`config.mk`:
```
export PLATFORM = sky130hd
export DESIGN_NAME = pie_encoder
export DESIGN_NICKNAME = d
export VERILOG_FILES = /design/src/rtl/pie_encoder.sv
export SDC_FILE = /design/constraint.sdc
export NUM_CORES = 1
export LEC_CHECK = 0
export ABC_AREA = 1
export BUFFER_PORTS_ARGS = -buffer_cell sky130_fd_sc_hd__buf_2
export CORE_ASPECT_RATIO = 1.2
export CORE_MARGIN = 3
export CORE_UTILIZATION = 55
export DETAILED_ROUTE_END_ITERATION = 10
export GPL_ROUTABILITY_DRIVEN = 0
export PLACE_DENSITY = 0.78
export SYNTH_ARGS = -nofsm -noshare
export SYNTH_HDL_FRONTEND = slang
export SYNTH_SLANG_ARGS = --single-unit
```
`constraint.sdc`:
```
create_clock -name clk -period 6.5 [get_ports clk]
set_input_delay 1.3 -clock clk [delete_from_list [all_inputs] [get_ports clk]]
set_output_delay 1.3 -clock clk [all_outputs]
set_load 0.1 [all_outputs]
```
`src/rtl/pie_encoder.sv`:
```
// pie_encoder: EPC Gen2 reader-to-tag PIE line encoder.
// Takes command bits one per valid/ready handshake. Emits the modulation
// envelope: delimiter, data-0, RTcal, optional TRcal, then the data symbols.
// The envelope sits at CW (tx_env=1) between frames.
// Optional feature: define PIE_PREAMBLE_EN to honour in_pre and emit TRcal.
// Without it, every frame uses frame-sync.

module pie_encoder #(
   parameter int TARI_CYCLES  = 8,
   parameter int PW_CYCLES    = 4,
   parameter int DATA1_CYCLES = 16,
   parameter int DELIM_CYCLES = 5,
   parameter int TRCAL_CYCLES = 40
) (
   input  logic clk,
   input  logic rst,
   input  logic in_dat,
   input  logic in_vld,
   input  logic in_last,
   input  logic in_pre,
   output logic in_rdy,
   output logic tx_env,
   output logic tx_busy,
   output logic tx_done,
   output logic err_underrun
);

   localparam int CW = $clog2(TRCAL_CYCLES + 1);
   localparam logic [CW-1:0] ONE       = CW'(1);
   localparam logic [CW-1:0] LEN_DELIM = CW'(DELIM_CYCLES);
   localparam logic [CW-1:0] LEN_TARI  = CW'(TARI_CYCLES);
   localparam logic [CW-1:0] LEN_DATA1 = CW'(DATA1_CYCLES);
   localparam logic [CW-1:0] LEN_RTCAL = CW'(TARI_CYCLES + DATA1_CYCLES);
   localparam logic [CW-1:0] LEN_PW    = CW'(PW_CYCLES);
`ifdef PIE_PREAMBLE_EN
   localparam logic [CW-1:0] LEN_TRCAL = CW'(TRCAL_CYCLES);
`endif

   typedef enum logic [2:0] {
      IDLE,
      DELIM,
      DATA0,
      RTCAL,
`ifdef PIE_PREAMBLE_EN
      TRCAL,
`endif
      DATA
   } state_t;

   state_t        state, state_n;
   logic [CW-1:0] cnt, cnt_n;
   logic [CW-1:0] len, len_n;
   logic          cur_last, cur_last_n;
   logic          hold_dat, hold_last, hold_full;
   logic          last_accepted;
   logic          xfer, consume;
   logic          env_n, done_n, err_n;

`ifdef PIE_PREAMBLE_EN
   logic          pre_q;
`else
   logic          unused_pre;
   assign unused_pre = in_pre;
`endif

   assign in_rdy = !hold_full && !last_accepted;
   assign xfer   = in_vld && in_rdy;

   // Next-state, symbol counter/length and the envelope value for the next cycle
   always_comb begin
      state_n    = state;
      cnt_n      = cnt + ONE;
      len_n      = len;
      cur_last_n = cur_last;
      consume    = 1'b0;
      done_n     = 1'b0;
      err_n      = 1'b0;
      env_n      = 1'b1;
      case (state)
         IDLE: begin
            cnt_n = '0;
            if (xfer) state_n = DELIM;
         end
         DELIM: begin
            if (cnt == LEN_DELIM - ONE) begin
               state_n = DATA0;
               cnt_n   = '0;
               len_n   = LEN_TARI;
            end
         end
         DATA0: begin
            if (cnt == len - ONE) begin
               state_n = RTCAL;
               cnt_n   = '0;
               len_n   = LEN_RTCAL;
            end
         end
         RTCAL: begin
            if (cnt == len - ONE) begin
               cnt_n = '0;
`ifdef PIE_PREAMBLE_EN
               if (pre_q) begin
                  state_n = TRCAL;
                  len_n   = LEN_TRCAL;
               end else begin
                  state_n = DATA;
               end
`else
               state_n = DATA;
`endif
            end
         end
`ifdef PIE_PREAMBLE_EN
         TRCAL: begin
            if (cnt == len - ONE) begin
               state_n = DATA;
               cnt_n   = '0;
            end
         end
`endif
         DATA: begin
            if (cnt == '0) begin
               consume    = 1'b1;
               len_n      = hold_dat ? LEN_DATA1 : LEN_TARI;
               cur_last_n = hold_last;
            end else if (cnt == len - ONE) begin
               cnt_n = '0;
               if (cur_last) begin
                  state_n = IDLE;
                  done_n  = 1'b1;
               end else if (hold_full || xfer) begin
                  // A bit arriving on the final cycle still counts; dropping
                  // it would strand a full hold register in IDLE.
                  state_n = DATA;
               end else begin
                  state_n = IDLE;
                  err_n   = 1'b1;
               end
            end
         end
         default: begin
            state_n = IDLE;
            cnt_n   = '0;
         end
      endcase
      case (state_n)
         IDLE:    env_n = 1'b1;
         DELIM:   env_n = 1'b0;
         default: env_n = (cnt_n < len_n - LEN_PW);
      endcase
   end

   // State, counter and current-symbol bookkeeping
   always_ff @(posedge clk or posedge rst) begin
      if (rst) begin
         state    <= IDLE;
         cnt      <= '0;
         len      <= LEN_TARI;
         cur_last <= 1'b0;
      end else begin
         state    <= state_n;
         cnt      <= cnt_n;
         len      <= len_n;
         cur_last <= cur_last_n;
      end
   end

`ifdef PIE_PREAMBLE_EN
   // Latch the preamble/frame-sync choice with the first bit of a frame
   always_ff @(posedge clk or posedge rst) begin
      if (rst)                     pre_q <= 1'b0;
      else if (state == IDLE && xfer) pre_q <= in_pre;
   end
`endif

   // One-entry hold register; a new bit wins over a same-cycle consume
   always_ff @(posedge clk or posedge rst) begin
      if (rst) begin
         hold_dat  <= 1'b0;
         hold_last <= 1'b0;
         hold_full <= 1'b0;
      end else if (xfer) begin
         hold_dat  <= in_dat;
         hold_last <= in_last;
         hold_full <= 1'b1;
      end else if (consume) begin
         hold_full <= 1'b0;
      end
   end

   // Stop accepting after the final bit until the frame returns to IDLE
   always_ff @(posedge clk or posedge rst) begin
      if (rst)                     last_accepted <= 1'b0;
      else if (state_n == IDLE)    last_accepted <= 1'b0;
      else if (xfer && in_last)    last_accepted <= 1'b1;
   end

   // Registered outputs
   always_ff @(posedge clk or posedge rst) begin
      if (rst) begin
         tx_env       <= 1'b1;
         tx_busy      <= 1'b0;
         tx_done      <= 1'b0;
         err_underrun <= 1'b0;
      end else begin
         tx_env       <= env_n;
         tx_busy      <= (state_n != IDLE);
         tx_done      <= done_n;
         err_underrun <= err_n;
      end
   end

endmodule

```
==> results.md <==
* Outcome: complete, no violations
* Slew margin rel. at 40.1%
* Ys flop type: dfrtp_1
* Post-CTS setup buffer count at 0
* Sw power at 263 uW
* Synth top cells by count: nand2_1, inv_1, nor2_1
* FF+latch count, synth at 24
* WP data arrival at 3.21 ns
* Vias at 1333
* Initial antenna violation count at 0
* FMAX at 342 MHz
* Sw Share at 45.0%
* RSZ-0062 raised after global routing: no
* H-tree lvl count at 1
* Leak pwr at 0.000935 uW
* TritonCTS Buffers at 3
* Count of cell types in the netlist at 27
* Pre-CTS setup slack at 3.57 ns
* Pin count of the biggest net entering global routing at 25
* Critical setup path kind: register to register
* Clk root buf: clkbuf_4
* Skew-Pair Late Insertion Delay at 0.34 ns
* Clk pwr share at 19.2%
* Area contributors post-synth: dfrtp_1, nand2_1, inv_1, ha_1, nor2_1
* Hold Crit Class: register to register
* GR Util All Layers at 21.5%
* Final Cycle Share at 44.9%
* Peak supply drop at 0.000263 V
* Grt ovf at 0
* Final Max Tran Viols at 0
* Startpoint types: register
* DR WL/cell at 12.2 um
* Worst-margin pin slew at 0.897 ns
* DRC at 0
* Internal Power at 321 uW
* Reg area at 603 sq um
* Final Hold Fails at 0
* Mapped Avg Cell Area at 7.34 sq um
* Maxcap violations at 0
* CP bufs+invs at 3
* Footprint of the multi-input gates at 785 sq um
* Minimum clock period at 2.92 ns
* First-pass GRT wire length at 5520 um
* Vias in the first global route at 1316
* Asr flop ratio synth at 100%
* Routed Antenna Nets at 0
* Cell family with most CP delay: simple AND/OR/NAND/NOR gates
* Crit path launch: len[0]
* Mapped Area at 0.00153 sq mm
* Die Y at 63.9 um
* # diodes at 0
* Clk buf depth at 2
* Via density at 5.23
* Area growth from synthesis to final layout at 9.05%
* Required time worst endpoint at 6.79 ns
* Worst Setup Slack, final at 3.58 ns
* Post-Synthesis Cells at 209
* Slowest cell on crit path: dfrtp_1
* Core Rows at 20
* Seq pwr share at 34.2%
* CTS resizes at 0
* Yosys top cell area share at 35.9%
* Die extent in x at 54.2 um
* Die Footprint at 0.00346 sq mm
* Filler cells at 242
* PD cells at 349 mW/mm^2
* CTS tree: done
* Final WL at 3100 um
* Util after Layout at 64.3%
* Crit path depth at 23
* CP cell instances: inv_1 -> ha_1 -> inv_1 -> nand2_1 -> nand3_1 -> nand2_1 -> nand2_1 -> nor2_4 -> nand3_4 -> nand2_2 -> nand2_2 -> nand2_1 -> nand2_2 -> nor2_2 -> xor2_1 -> ha_1 -> nand2_1 -> nor2_1 -> a211oi_1 -> nand2_1 -> inv_1 -> nand2_1 -> nand2_1
* # port buffers at 9
* Fin Setup TNS at 0 ns
* R2R Setup Slk at 3.58 ns
* # hold bufs at CTS at 0
* Clock Skews at 0.00374 ns
* EDFF count, synth at 0
* Hold Path Origin: cur_last
* Nets at 237
* CP peak stage delay at 0.40 ns
* Worst path most repeated cell: nand2_1
* # setup viols final at 0
* Top-count cell post-synth: nand2_1
* Layout cells sized above 1 at 14.4%
* DRT Pass-1 Iters at 4
* Total Power at 584 uW
* Reg-to-reg critical path startpoint: len[0]
* Syn Nets at 223
* Detail Placement HPWL at 2470 um
* Total core area at 0.00260 sq mm
* Placed cells at 251
* FF-to-FF path depth at 23
* Reg clk slew, reported paths at 0.14 ns
* Seq/Total Area, Yosys at 39.3%
* # IOs at 11
* Comb power frac at 46.6%
* Cell taking the most area after synthesis: dfrtp_1
* Critical path peak fanout at 7
* CTS sink count at 24
* Starting Density at 58.9%
* Hold path cells at 1
* Ys Warns at 0
* DRT iter0 DRCs at 49
* Crit. End Element: register
* Post-route non-filler standard cell count at 255
## state kept, by name (all words and copies together) (netlist names)
name,flops
cnt,6
cur_last,1
err_underrun,1
hold_dat,1
hold_full,1
hold_last,1
last_accepted,1
len,6
state,3
tx_busy,1
tx_done,1
tx_env,1
## metal layers
layer / up-vias / track usage [%] / share of wire, %
met5: - / 0 / 0
met4: 0 / 9.35 / 2.6
met3: 10 / 3.50 / 5.8
met2: 44 / 34.6 / 50
met1: 608 / 27.6 / 42
li1: 671 / - / -
## through the flow
stage / area (sq um) / hold WS, ns
after floorplan: 1530 / 0.449
after global placement: 1620 / 0.493
after detailed placement: 1620 / 0.491
after CTS: 1670 / 0.508
after global routing: 1670 / 0.555
final: 1670 / 0.517
## kinds of logic after synthesis
logic type	after synthesis	share of synthesized area, %
adder cells (fa/ha/maj)	8	6.53
XOR/XNOR	7	4.00
buffers and inverters	39	9.54
AND/OR/NAND/NOR	114	33.2
flip-flops	24	39.3
AO/OA/AOI/OAI	17	7.42
## worst paths after layout
kind / end
min: err_underrun
min in group asynchronous: tx_busy
max in group asynchronous: cnt[0]
max: tx_env
min reg2reg: err_underrun
max reg2reg: tx_env
## cell type report
| cell class | instances | area share (%) |
|---|---|---|
| multi-input combinational | 146 | 46.9 |
| clock buffer | 3 | 1.35 |
| sequential | 24 | 36.1 |
| inverter | 39 | 8.75 |
| tap | 33 | 2.47 |
| timing repair buffer | 9 | 2.69 |
| clock inverter | 1 | 1.80 |
## cell usage in the layout, fill, tap and decap left out
cell type,Yosys,final
nor2_4,1,1
a21oi_2,1,1
o31ai_1,1,1
nand3_2,2,2
a21oi_1,4,4
nand3_1,8,8
a22oi_2,1,1
nor2_1,25,25
dfstp_2,2,2
o21a_1,1,1
buf_2,0,9
nand2_2,3,3
nor4_1,1,1
nand2_1,62,62
clkbuf_4,0,3
a211oi_1,1,1
xor2_1,5,5
o21ai_0,6,6
bufinv_16,0,1
ha_1,8,8
o2111ai_2,1,1
inv_2,1,1
nor2_2,5,5
nand3_4,1,1
xnor2_1,2,2
o21ai_1,1,1
dfrtp_1,22,22
inv_1,38,38
or2_2,1,1
nand4_1,5,5
## power by group through the flow
| stage | Sequential (uW) | Combinational [uW] | Clock (uW) |
|---|---|---|---|
| 6_report | 200 | 272 | 112 |
| 5_1_grt | 203 | 307 | 121 |
| 4_1_cts | 200 | 273 | 114 |
| 3_5_place_dp | 203 | 270 | 0 |
| 3_3_place_gp | 202 | 262 | 0 |
| 2_1_floorplan | 246 | 174 | 0 |
Power figures use the tool's default switching activity.
